**src/rtl/line_packer.sv**
```systemverilog
// line_packer: frames a 16-bit sample stream into scan lines
// (sync word, line number, samples, checksum) and serialises each line
// MSB-first onto a byte-wide FIFO write port. The sample source is paced
// through its active-low enable so exactly one sample is taken per slot.
module line_packer #(
  parameter int          SAMPLES_PER_LINE = 256,
  parameter logic [15:0] HEADER           = 16'hA55A
) (
  input  logic        CLK,
  input  logic        nCLR,
  input  logic        START,
  input  logic [15:0] DIN,
  output logic        nEN_OUT,
  input  logic        nTXE,
  output logic        WR,
  output logic [7:0]  BYTE_OUT,
  output logic        BUSY,
  output logic        LINE_DONE,
  output logic [7:0]  LINE_CNT
);

  localparam logic [3:0] IDLE  = 4'd0;
  localparam logic [3:0] HDR_H = 4'd1;
  localparam logic [3:0] HDR_L = 4'd2;
  localparam logic [3:0] ID_H  = 4'd3;
  localparam logic [3:0] ID_L  = 4'd4;
  localparam logic [3:0] DAT_H = 4'd5;
  localparam logic [3:0] DAT_L = 4'd6;
  localparam logic [3:0] SUM_H = 4'd7;
  localparam logic [3:0] SUM_L = 4'd8;

  localparam logic [15:0] LAST_SAMPLE = 16'(SAMPLES_PER_LINE);

  logic [3:0]  state;
  logic [3:0]  state_nxt;
  logic [15:0] smp_cnt;
  logic [15:0] csum;
  logic [15:0] hold;
  logic        xfer;

  // Checksum accumulation wraps modulo 2^16; the carry is discarded.
  function automatic logic [15:0] csum_add(input logic [15:0] a, input logic [15:0] b);
    logic [16:0] s;
    s = {1'b0, a} + {1'b0, b};
    return s[15:0];
  endfunction

  assign BUSY    = (state != IDLE);
  assign WR      = BUSY & ~nTXE;
  assign xfer    = WR;
  // The counter advances on the same edge that ships the sample's high byte.
  assign nEN_OUT = (state == DAT_H) ? nTXE : 1'b1;

  // Next-state: every transmit state advances only when its byte transfers.
  always_comb begin
    state_nxt = state;
    case (state)
      IDLE:    if (START) state_nxt = HDR_H;
      HDR_H:   if (xfer)  state_nxt = HDR_L;
      HDR_L:   if (xfer)  state_nxt = ID_H;
      ID_H:    if (xfer)  state_nxt = ID_L;
      ID_L:    if (xfer)  state_nxt = DAT_H;
      DAT_H:   if (xfer)  state_nxt = DAT_L;
      DAT_L:   if (xfer)  state_nxt = (smp_cnt == LAST_SAMPLE) ? SUM_H : DAT_H;
      SUM_H:   if (xfer)  state_nxt = SUM_L;
      SUM_L:   if (xfer)  state_nxt = IDLE;
      default:            state_nxt = IDLE;
    endcase
  end

  // Byte offered in each state; the high data byte comes straight from DIN.
  always_comb begin
    BYTE_OUT = 8'h00;
    case (state)
      HDR_H:   BYTE_OUT = HEADER[15:8];
      HDR_L:   BYTE_OUT = HEADER[7:0];
      ID_H:    BYTE_OUT = 8'h00;
      ID_L:    BYTE_OUT = LINE_CNT;
      DAT_H:   BYTE_OUT = DIN[15:8];
      DAT_L:   BYTE_OUT = hold[7:0];
      SUM_H:   BYTE_OUT = csum[15:8];
      SUM_L:   BYTE_OUT = csum[7:0];
      default: BYTE_OUT = 8'h00;
    endcase
  end

  // State register and end-of-line pulse.
  always_ff @(posedge CLK or negedge nCLR) begin
    if (!nCLR) begin
      state     <= IDLE;
      LINE_DONE <= 1'b0;
    end else begin
      state     <= state_nxt;
      LINE_DONE <= (state == SUM_L) && xfer;
    end
  end

  // Sample capture, checksum and sample count; cleared when a line starts.
  always_ff @(posedge CLK or negedge nCLR) begin
    if (!nCLR) begin
      smp_cnt <= 16'd0;
      csum    <= 16'd0;
      hold    <= 16'd0;
    end else if (state == IDLE && START) begin
      smp_cnt <= 16'd0;
      csum    <= 16'd0;
    end else if (state == DAT_H && xfer) begin
      hold    <= DIN;
      csum    <= csum_add(csum, DIN);
      smp_cnt <= smp_cnt + 16'd1;
    end
  end

  // Completed-line counter; the line-number byte uses the value before this bump.
  always_ff @(posedge CLK or negedge nCLR) begin
    if (!nCLR) begin
      LINE_CNT <= 8'd0;
    end else if (state == SUM_L && xfer) begin
      LINE_CNT <= LINE_CNT + 8'd1;
    end
  end

endmodule

```
**config.mk**
```make
export PLATFORM = sky130hd
export DESIGN_NAME = line_packer
export DESIGN_NICKNAME = d
export VERILOG_FILES = /design/src/rtl/line_packer.sv
export SDC_FILE = /design/constraint.sdc
export NUM_CORES = 1
export LEC_CHECK = 0
export ABC_AREA = 1
export CORE_MARGIN = 1
export CORE_UTILIZATION = 50
export DETAILED_ROUTE_END_ITERATION = 10
export GPL_TIMING_DRIVEN = 0
export PLACE_DENSITY_LB_ADDON = 0.08
export RECOVER_POWER = 25
export SETUP_SLACK_MARGIN = 0.05
export SYNTH_ARGS = -nofsm -noshare
export SYNTH_HDL_FRONTEND = slang
export SYNTH_SLANG_ARGS = --single-unit
export TNS_END_PERCENT = 5
```
**constraint.sdc**
```tcl
create_clock -name CLK -period 2.53 [get_ports CLK]
set_input_delay 0.506 -clock CLK [delete_from_list [all_inputs] [get_ports CLK]]
set_output_delay 0.506 -clock CLK [all_outputs]
set_load 0.01 [all_outputs]
```
# ---- Word level (Yosys, flattened, before mapping)
# Cells that the tools add are included.
dict set report totals {
  word_cells 55
  out_inout_bits 20
  reg_bits 53
}
dict set report op_classes {
  n_mux 17
  add_sub_neg 3
  eq_ne 18
  n_reduce_logical 8
  n_bitwise 3
}
# cell n
set op_table {}
lappend op_table {{16-bit two-way mux} 4}
lappend op_table {{8-bit case mux with 7 select lines} 1}
lappend op_table {{4-bit two-way mux} 9}
lappend op_table {{4-bit case mux with 9 select lines} 1}
lappend op_table {{2-bit != test, second input constant} 9}
lappend op_table {{16-bit by 1-bit adder with 16-bit output, second input constant} 1}
lappend op_table {{16-bit adder} 1}
lappend op_table {{16-bit by 9-bit equality test with 1-bit output, second input constant} 1}
lappend op_table {{4-bit by 3-bit equality test with 1-bit output, second input constant} 4}
lappend op_table {{9-bit AND reduction} 1}
lappend op_table {{8-bit by 1-bit adder with 8-bit output, second input constant} 1}
lappend op_table {{4-bit by 2-bit equality test with 1-bit output, second input constant} 2}
lappend op_table {{4-bit by 1-bit equality test with 1-bit output, second input constant} 1}
lappend op_table {{4-bit equality test, second input constant} 1}
lappend op_table {{4-bit zero test} 1}
lappend op_table {{4-bit nonzero test} 1}
lappend op_table {{1-bit logical AND} 3}
lappend op_table {{2-bit two-way mux} 1}
lappend op_table {{1-bit NOT} 2}
lappend op_table {{2-bit AND reduction} 1}
lappend op_table {{2-bit nonzero test} 1}
lappend op_table {{1-bit bitwise AND} 1}
lappend op_table {{1-bit two-way mux} 1}

# ---- Longest topological paths before layout
# Gate-level depths: netlist of the first run.
dict set report logic_depth {
  depth_word 5
  ltp_mapped 11
  mapped_depth_nobuf 11
}

# ---- Least setup slack after synthesis of the first run
# No wires, ideal clock.
dict set report synth_timing {
  path_type {input-to-reg}
  from {in DIN[0]}
  to {reg csum[8]}
  arrival_ps 1714
  n_path_buf 0
  setup_time_ps 121
  cell_stages 9
  path_slack_ps 695
  cell_sequence {ha_1 > fa_1 > nand2_1 > nand2_1 > and2_1 > a21oi_1 > nand2_1 > nand2_1 > o21ai_1}
}
dict set report synth_via {
  elab_chain_cells 3
}
# element line_no
set synth_lines {}
lappend synth_lines {{from (decl)} 12} ;# input logic [15:0] DIN,
lappend synth_lines {{16-bit adder} 44} ;# s = {1'b0, a} + {1'b0, b};
lappend synth_lines {{16-bit two-way mux} 107} ;# end else if (state == DAT_H && xfer) begin
lappend synth_lines {{16-bit two-way mux} 104} ;# end else if (state == IDLE && START) begin
lappend synth_lines {{to (signal assigned)} 109} ;# csum <= csum_add(csum, DIN);
lappend synth_lines {{to (decl)} 37} ;# logic [15:0] csum;
# No other way between the ends. The select of a mux whose other input is x is not followed.
# A chain may end at the register's enable or synchronous reset.

# ---- Worst setup path in the final report of the first run
dict set report layout_timing {
  from {reg state[3]}
  to {out BYTE_OUT[0]}
}
dict set report layout_via {
  elab_chain_cells 2
  word_cells_on_any_way 8
  cone_classes {eq/ne (7); mux (1)}
}
# element line_no
set layout_lines {}
lappend layout_lines {{from (decl)} 34} ;# logic [3:0] state;
lappend layout_lines {{from (signal assigned)} 93} ;# state <= state_nxt;
lappend layout_lines {{4-bit equality test, or another cell as far along} 74} ;# case (state)
lappend layout_lines {{8-bit case mux with 7 select lines (*)} 74}
lappend layout_lines {{to (decl)} 16} ;# output logic [7:0] BYTE_OUT,
# Mark *: on every way between the ends. The rest lies on a longest branch, timed or not.

==> results of run 1 <==
[kinds of logic after synthesis]
logic type      after synthesis  synth area share
compound gates               59            0.0861
simple gates                320             0.374
xor+xnor                     10            0.0235
flops                        53             0.356
fa+ha+maj                    19            0.0659
buf+inv                      90            0.0938
[placed cells by master, fill, tap and decap left out, types with 4 or more instances in the layout]
master and instances:
inv_1 75, a21oi_1 27, clkdlybuf4s50_1 31, buf_2 5, clkbuf_8 6, dfrtp_1 51, o21ai_0 18, nand2_1 207
nand3_1 32, nand2_2 4, nand4_1 22, nor2_1 25, nor2_2 5, ha_1 18, nor3_1 12, inv_2 5
xor2_1 7
[through the flow]
step / worst slack [ns] / hold WS [ns]
after floorplan: 0.695 / 0.210
after global placement: -0.794 / 0.462
after detailed placement: -0.0157 / 0.471
after CTS: -0.0524 / 0.145
after global routing: -0.137 / 0.397
final: -0.0293 / 0.336
[layout make-up]
type,instances,share of cell area
flip-flops and latches,53,0.304
plain buffers,7,0.00916
well taps,99,0.0283
clock buffers,6,0.0189
repair buffers,41,0.0918
clock inverters,2,0.00315
multi-input cells,408,0.472
inverters,83,0.0730
[cell usage after synthesis, drive strengths merged, types with 2 or more instances]
| cell | instances |
|---|---|
| nand3b | 2 |
| o21ai | 21 |
| buf | 6 |
| nor2 | 34 |
| xnor2 | 3 |
| nand4 | 22 |
| a21oi | 28 |
| inv | 82 |
| nand3 | 32 |
| dfrtp | 53 |
| a22o | 2 |
| nand2 | 212 |
| nor3 | 13 |
| xor2 | 7 |
| o211ai | 2 |
| ha | 18 |
| o22ai | 3 |
| or2 | 2 |
[per-layer routing]
layer,routed length (µm),share of wire
met5,0,0
met3,563,0.057
met4,105,0.011
met1,4590,0.46
met2,4620,0.47
[worst paths after layout]
| check | startpoint | endpoint | slack [ns] | depth (start not counted) |
|---|---|---|---|---|
| worst max register to register | csum[0] | csum[8] | 0.63 | 9 |
| worst min-delay path | nCLR | csum[14] | 0.34 | 1 |
| worst max-delay path | state[3] | BYTE_OUT[0] | -0.03 | 6 |
| max in group asynchronous | nCLR | state[0] | 0.67 | 2 |
| worst min register to register | hold[4] | hold[4] | 0.50 | 2 |
| min in group CLK | hold[4] | hold[4] | 0.50 | 2 |
[worst max-delay path: stages, from the launching register on]
cell and delay [ns]:
dfrtp_1 0.46, nor2_2 0.23, nand2_1 0.18, o21ai_0 0.15, a21oi_1 0.07, nand4_1 0.11, clkdlybuf4s50_1 0.55
[repair_timing]
item | CTS | global route
hold endpoints to repair | 0 | 0
setup buffers | 1 | 0
resized for setup | 13 | 8
endpoints found under the setup margin | 9 | 9
pin swaps | 1 | 2
[flip-flops by register name, summed over array words and instances (netlist names)]
name and flops:
LINE_CNT 8, csum 16, hold 8, state 4, LINE_DONE 1, smp_cnt 16
[power by group through the flow]
stage | Combinational [mW] | Clock, mW | Sequential [mW]
global route | 2.34 | 0.557 | 1.33
detailed placement | 2.07 | 0 | 1.30
CTS | 2.08 | 0.522 | 1.30
global placement | 2.03 | 0 | 1.30
floorplan | 1.36 | 0 | 1.24
finish | 2.09 | 0.516 | 1.31
==> impl_metrics.json, run 1 <==
{
  "cp-end-kind": "output port",
  "grtUsageMet3": 0.0354,
  "p_total_mw": 3.91,
  "finalHoldViolations": 0,
  "syn_inst": 551,
  "rows": 31,
  "post-route-worst-setup-slack_ns": -0.0293,
  "period_minus_slack_ns": 2.56,
  "violations": "negative setup slack",
  "wl_per_cell_um": 14.1,
  "dp_cells": 690,
  "overflow": 0,
  "post-route-cell-area_um2": 4370,
  "power.switching_mw": 1.81,
  "ys_top_cells_by_area": "dfrtp_1 (36%), nand2_1 (21%), inv_1 (8.0%)",
  "fillCellCount": 721,
  "gr-usage-all-layers": 0.267,
  "start_kind": "flop",
  "multi_input_area_um2": 2060,
  "synth_fp_nets": 590,
  "yosys.area.top_type": "dfrtp_1",
  "nets": 638,
  "critPathArrivalTime_ns": 2.05,
  "drt_iter0_markers": 234,
  "fin_tns_setup_ns": -0.0508,
  "p_seq_frac": 0.334,
  "drive_gt1_frac": 0.0733,
  "start_util": 0.516,
  "grt_pass1_wl_um": 15900,
  "worst-endpoint-required_ns": 2.02,
  "ys_ff_latch": 53,
  "die_w_um": 88.3,
  "num_antenna_cells": 0,
  "drt_wl_total_um": 9890,
  "path_max_fanout": 5,
  "finalMaxSlewViolations": 0,
  "cts_tree": "done",
  "core_area_um2": 7210,
  "die-area_um2": 7790,
  "async_reset_ff_frac": 1.00,
  "yosysTopAreaCellShare": 0.356,
  "use_met1": 0.373,
  "hp-class": "input port to async pin",
  "drt_first_pass_iters": 5,
  "clock-sinks": 53,
  "swShare": 0.463,
  "fmax_mhz": 391,
  "synth_ff_type": "dfrtp_1",
  "routed_via_density": 5.37,
  "clkTransAtPathRegs_ns": 0.10,
  "p_int_mw": 2.10,
  "rsz0062_at_grt": "true",
  "antenna_found_initial": 0,
  "setup_viol": 2,
  "power.density_nw_per_um2": 894,
  "clockBufferDepth": 2,
  "clockRootBuffer": "clkbuf_8",
  "met2_usage": 0.450,
  "die_h_um": 88.3,
  "drc": 0,
  "worstMarginPinSlew_ns": 1.01,
  "htreeDepth": 2,
  "ir_drop_mv": 0.541,
  "p_comb_frac": 0.534,
  "syn_area_um2": 3720,
  "num_vias": 3756,
  "ys_seq_area_frac": 0.356,
  "grt_pass1_vias": 3401,
  "fin_crit_sh": 1.01,
  "io_pins": 40,
  "p_leak_nw": 2.38,
  "yosys_warnings": 0,
  "layout.area.seq_um2": 1330,
  "clkPwrFrac": 0.132,
  "area_delta_synth_final_pct": 17.5,
  "synth.distinct_cells": 36,
  "busiest_layer": "met2",
  "grt_max_degree": 38,
  "antenna_left": 0,
  "cts_buffers": 5,
  "cap_viol_max_count": 0,
  "synth-edff-count": 0,
  "crit_type": "flop to output port",
  "hpwl_um": 7580,
  "portBuffers": 39,
  "hold_buffers": 0,
  "fin_skew_ns": 0.0113,
  "outcome": "complete, but fails checks",
  "syn_area_per_cell_um2": 6.76,
  "fin_cells": 699,
  "maxSlewHeadroom": 0.324,
  "clkLatencyLatePin_ns": 0.31,
  "gp_congestion": 0.911,
  "post-route-util": 0.606,
  "dpl_cell_area_um2": 4250
}
(Power assumes the default switching activity.)
==> run 2, diff against run 1 <==
==> constraint.sdc (replaced) <==
create_clock -name CLK -period 2.4 [get_ports CLK]
set_input_delay 0.48 -clock CLK [delete_from_list [all_inputs] [get_ports CLK]]
set_output_delay 0.48 -clock CLK [all_outputs]
set_load 0.01 [all_outputs]
==> impl_metrics.json, run 2 (synthesis gave the netlist of run 1 again) <==
{
  "drt_first_pass_iters": 5,
  "finalMaxSlewViolations": 0,
  "num_vias": 3726,
  "worst-endpoint-required_ns": 1.92,
  "gp_congestion": 0.911,
  "place_ws_ns": -0.0937,
  "layout.area.seq_um2": 1330,
  "hpwl_um": 7580,
  "start_kind": "flop",
  "r2r_slack_ns": 0.51,
  "cts_buffers": 5,
  "nets": 638,
  "grt_max_degree": 38,
  "crit_type": "flop to output port",
  "clkLatencyLatePin_ns": 0.31,
  "clkTransAtPathRegs_ns": 0.10,
  "fin_tns_setup_ns": -0.377,
  "core_area_um2": 7210,
  "die_w_um": 88.3,
  "die-area_um2": 7790,
  "cp-end-kind": "output port",
  "start_util": 0.516,
  "setup_viol": 3,
  "clockRootBuffer": "clkbuf_8",
  "io_pins": 40,
  "routed_via_density": 5.33,
  "maxSlewHeadroom": 0.322,
  "htreeDepth": 2,
  "fin_skew_ns": 0.0121,
  "worstMarginPinSlew_ns": 1.02,
  "outcome": "complete, but fails checks",
  "grt_pass1_vias": 3401,
  "drc": 0,
  "final_common_cell": "nand2_1",
  "period_minus_slack_ns": 2.56,
  "violations": "negative setup slack",
  "die_h_um": 88.3,
  "hp-class": "input port to async pin",
  "cts_tree": "done",
  "finalHoldViolations": 0,
  "overflow": 0,
  "antenna_left": 0,
  "p_leak_nw": 2.38,
  "cap_viol_max_count": 0,
  "drive_gt1_frac": 0.0817,
  "wl_per_cell_um": 14.2,
  "rsz0062_at_grt": "true",
  "path_max_fanout": 5,
  "multi_input_area_um2": 2070,
  "portBuffers": 39,
  "clock-sinks": 53,
  "area_delta_synth_final_pct": 17.0,
  "power.density_nw_per_um2": 946,
  "antenna_found_initial": 0,
  "critPathArrivalTime_ns": 2.08,
  "grt_pass1_wl_um": 15900,
  "num_antenna_cells": 0,
  "clockBufferDepth": 2,
  "fillCellCount": 727,
  "gr-usage-all-layers": 0.267,
  "rows": 31,
  "top_regs": "csum: 16 flops, smp_cnt: 16 flops",
  "final_cell_mix": "nand2_1 (206), inv_1 (75), dfrtp_1 (51)",
  "ir_drop_mv": 0.580,
  "drt_iter0_markers": 205,
  "fmax_mhz": 391,
  "drt_wl_total_um": 9940,
  "post-route-worst-setup-slack_ns": -0.156,
  "fin_crit_sh": 1.07
}
## run 2: metal layers
metal	GRT usage	wire, µm	vias to the layer above
met5	0	0	-
met4	0.0425	59	0
met3	0.0354	566	6
met2	0.450	4670	113
met1	0.373	4640	1744
li1	-	-	1863
## run 2: through the flow
step	hold slack, ns	utilization	instance area, µm²	total power [mW]	cells
2_1_floorplan	0.184	-	3720	2.74	551
3_3_place_gp	0.462	0.587	4240	3.50	689
3_5_place_dp	0.453	0.589	4250	3.55	690
4_1_cts	0.119	0.606	4370	4.10	699
5_1_grt	0.371	0.604	4360	4.45	699
6_report	0.311	0.604	4360	4.12	699
## run 2: path summary, 6_finish.rpt
kind,startpoint,end,cells after the start
max in group asynchronous,nCLR,state[0],2
worst max register to register,csum[0],csum[8],9
worst max-delay path,state[3],BYTE_OUT[0],6
worst min register to register,hold[5],hold[5],2
worst min-delay path,nCLR,csum[14],1
min in group CLK,hold[5],hold[5],2
## run 2: power by group
part           leakage (nW)  internal [mW]  switching [mW]
combinational          1.64          0.825            1.37
clock                0.0512          0.235           0.309
sequential            0.691           1.14           0.242
## run 2: what timing repair did
| action | in CTS | in global routing |
|---|---|---|
| resized for setup | 13 | 14 |
| pin swaps | 0 | 1 |
| setup buffers | 1 | 0 |
| setup endpoints to repair | 9 | 10 |
| hold buffers | 0 | 0 |
## run 2: final cells by class
type,count,area share
well taps,99,0.0284
plain buffers,7,0.00919
flip-flops and latches,53,0.305
clock inverters,2,0.00316
clock buffers,6,0.0190
multi-input cells,408,0.474
repair buffers,41,0.0876
inverters,83,0.0733
## run 2: worst max-delay path, stage by stage, from the launching register on
cell,delay [ns]
dfrtp_1,0.46
nor2_2,0.23
nand2_1,0.18
o21ai_0,0.16
a21oi_1,0.07
nand4_1,0.11
clkdlybuf4s50_1,0.55
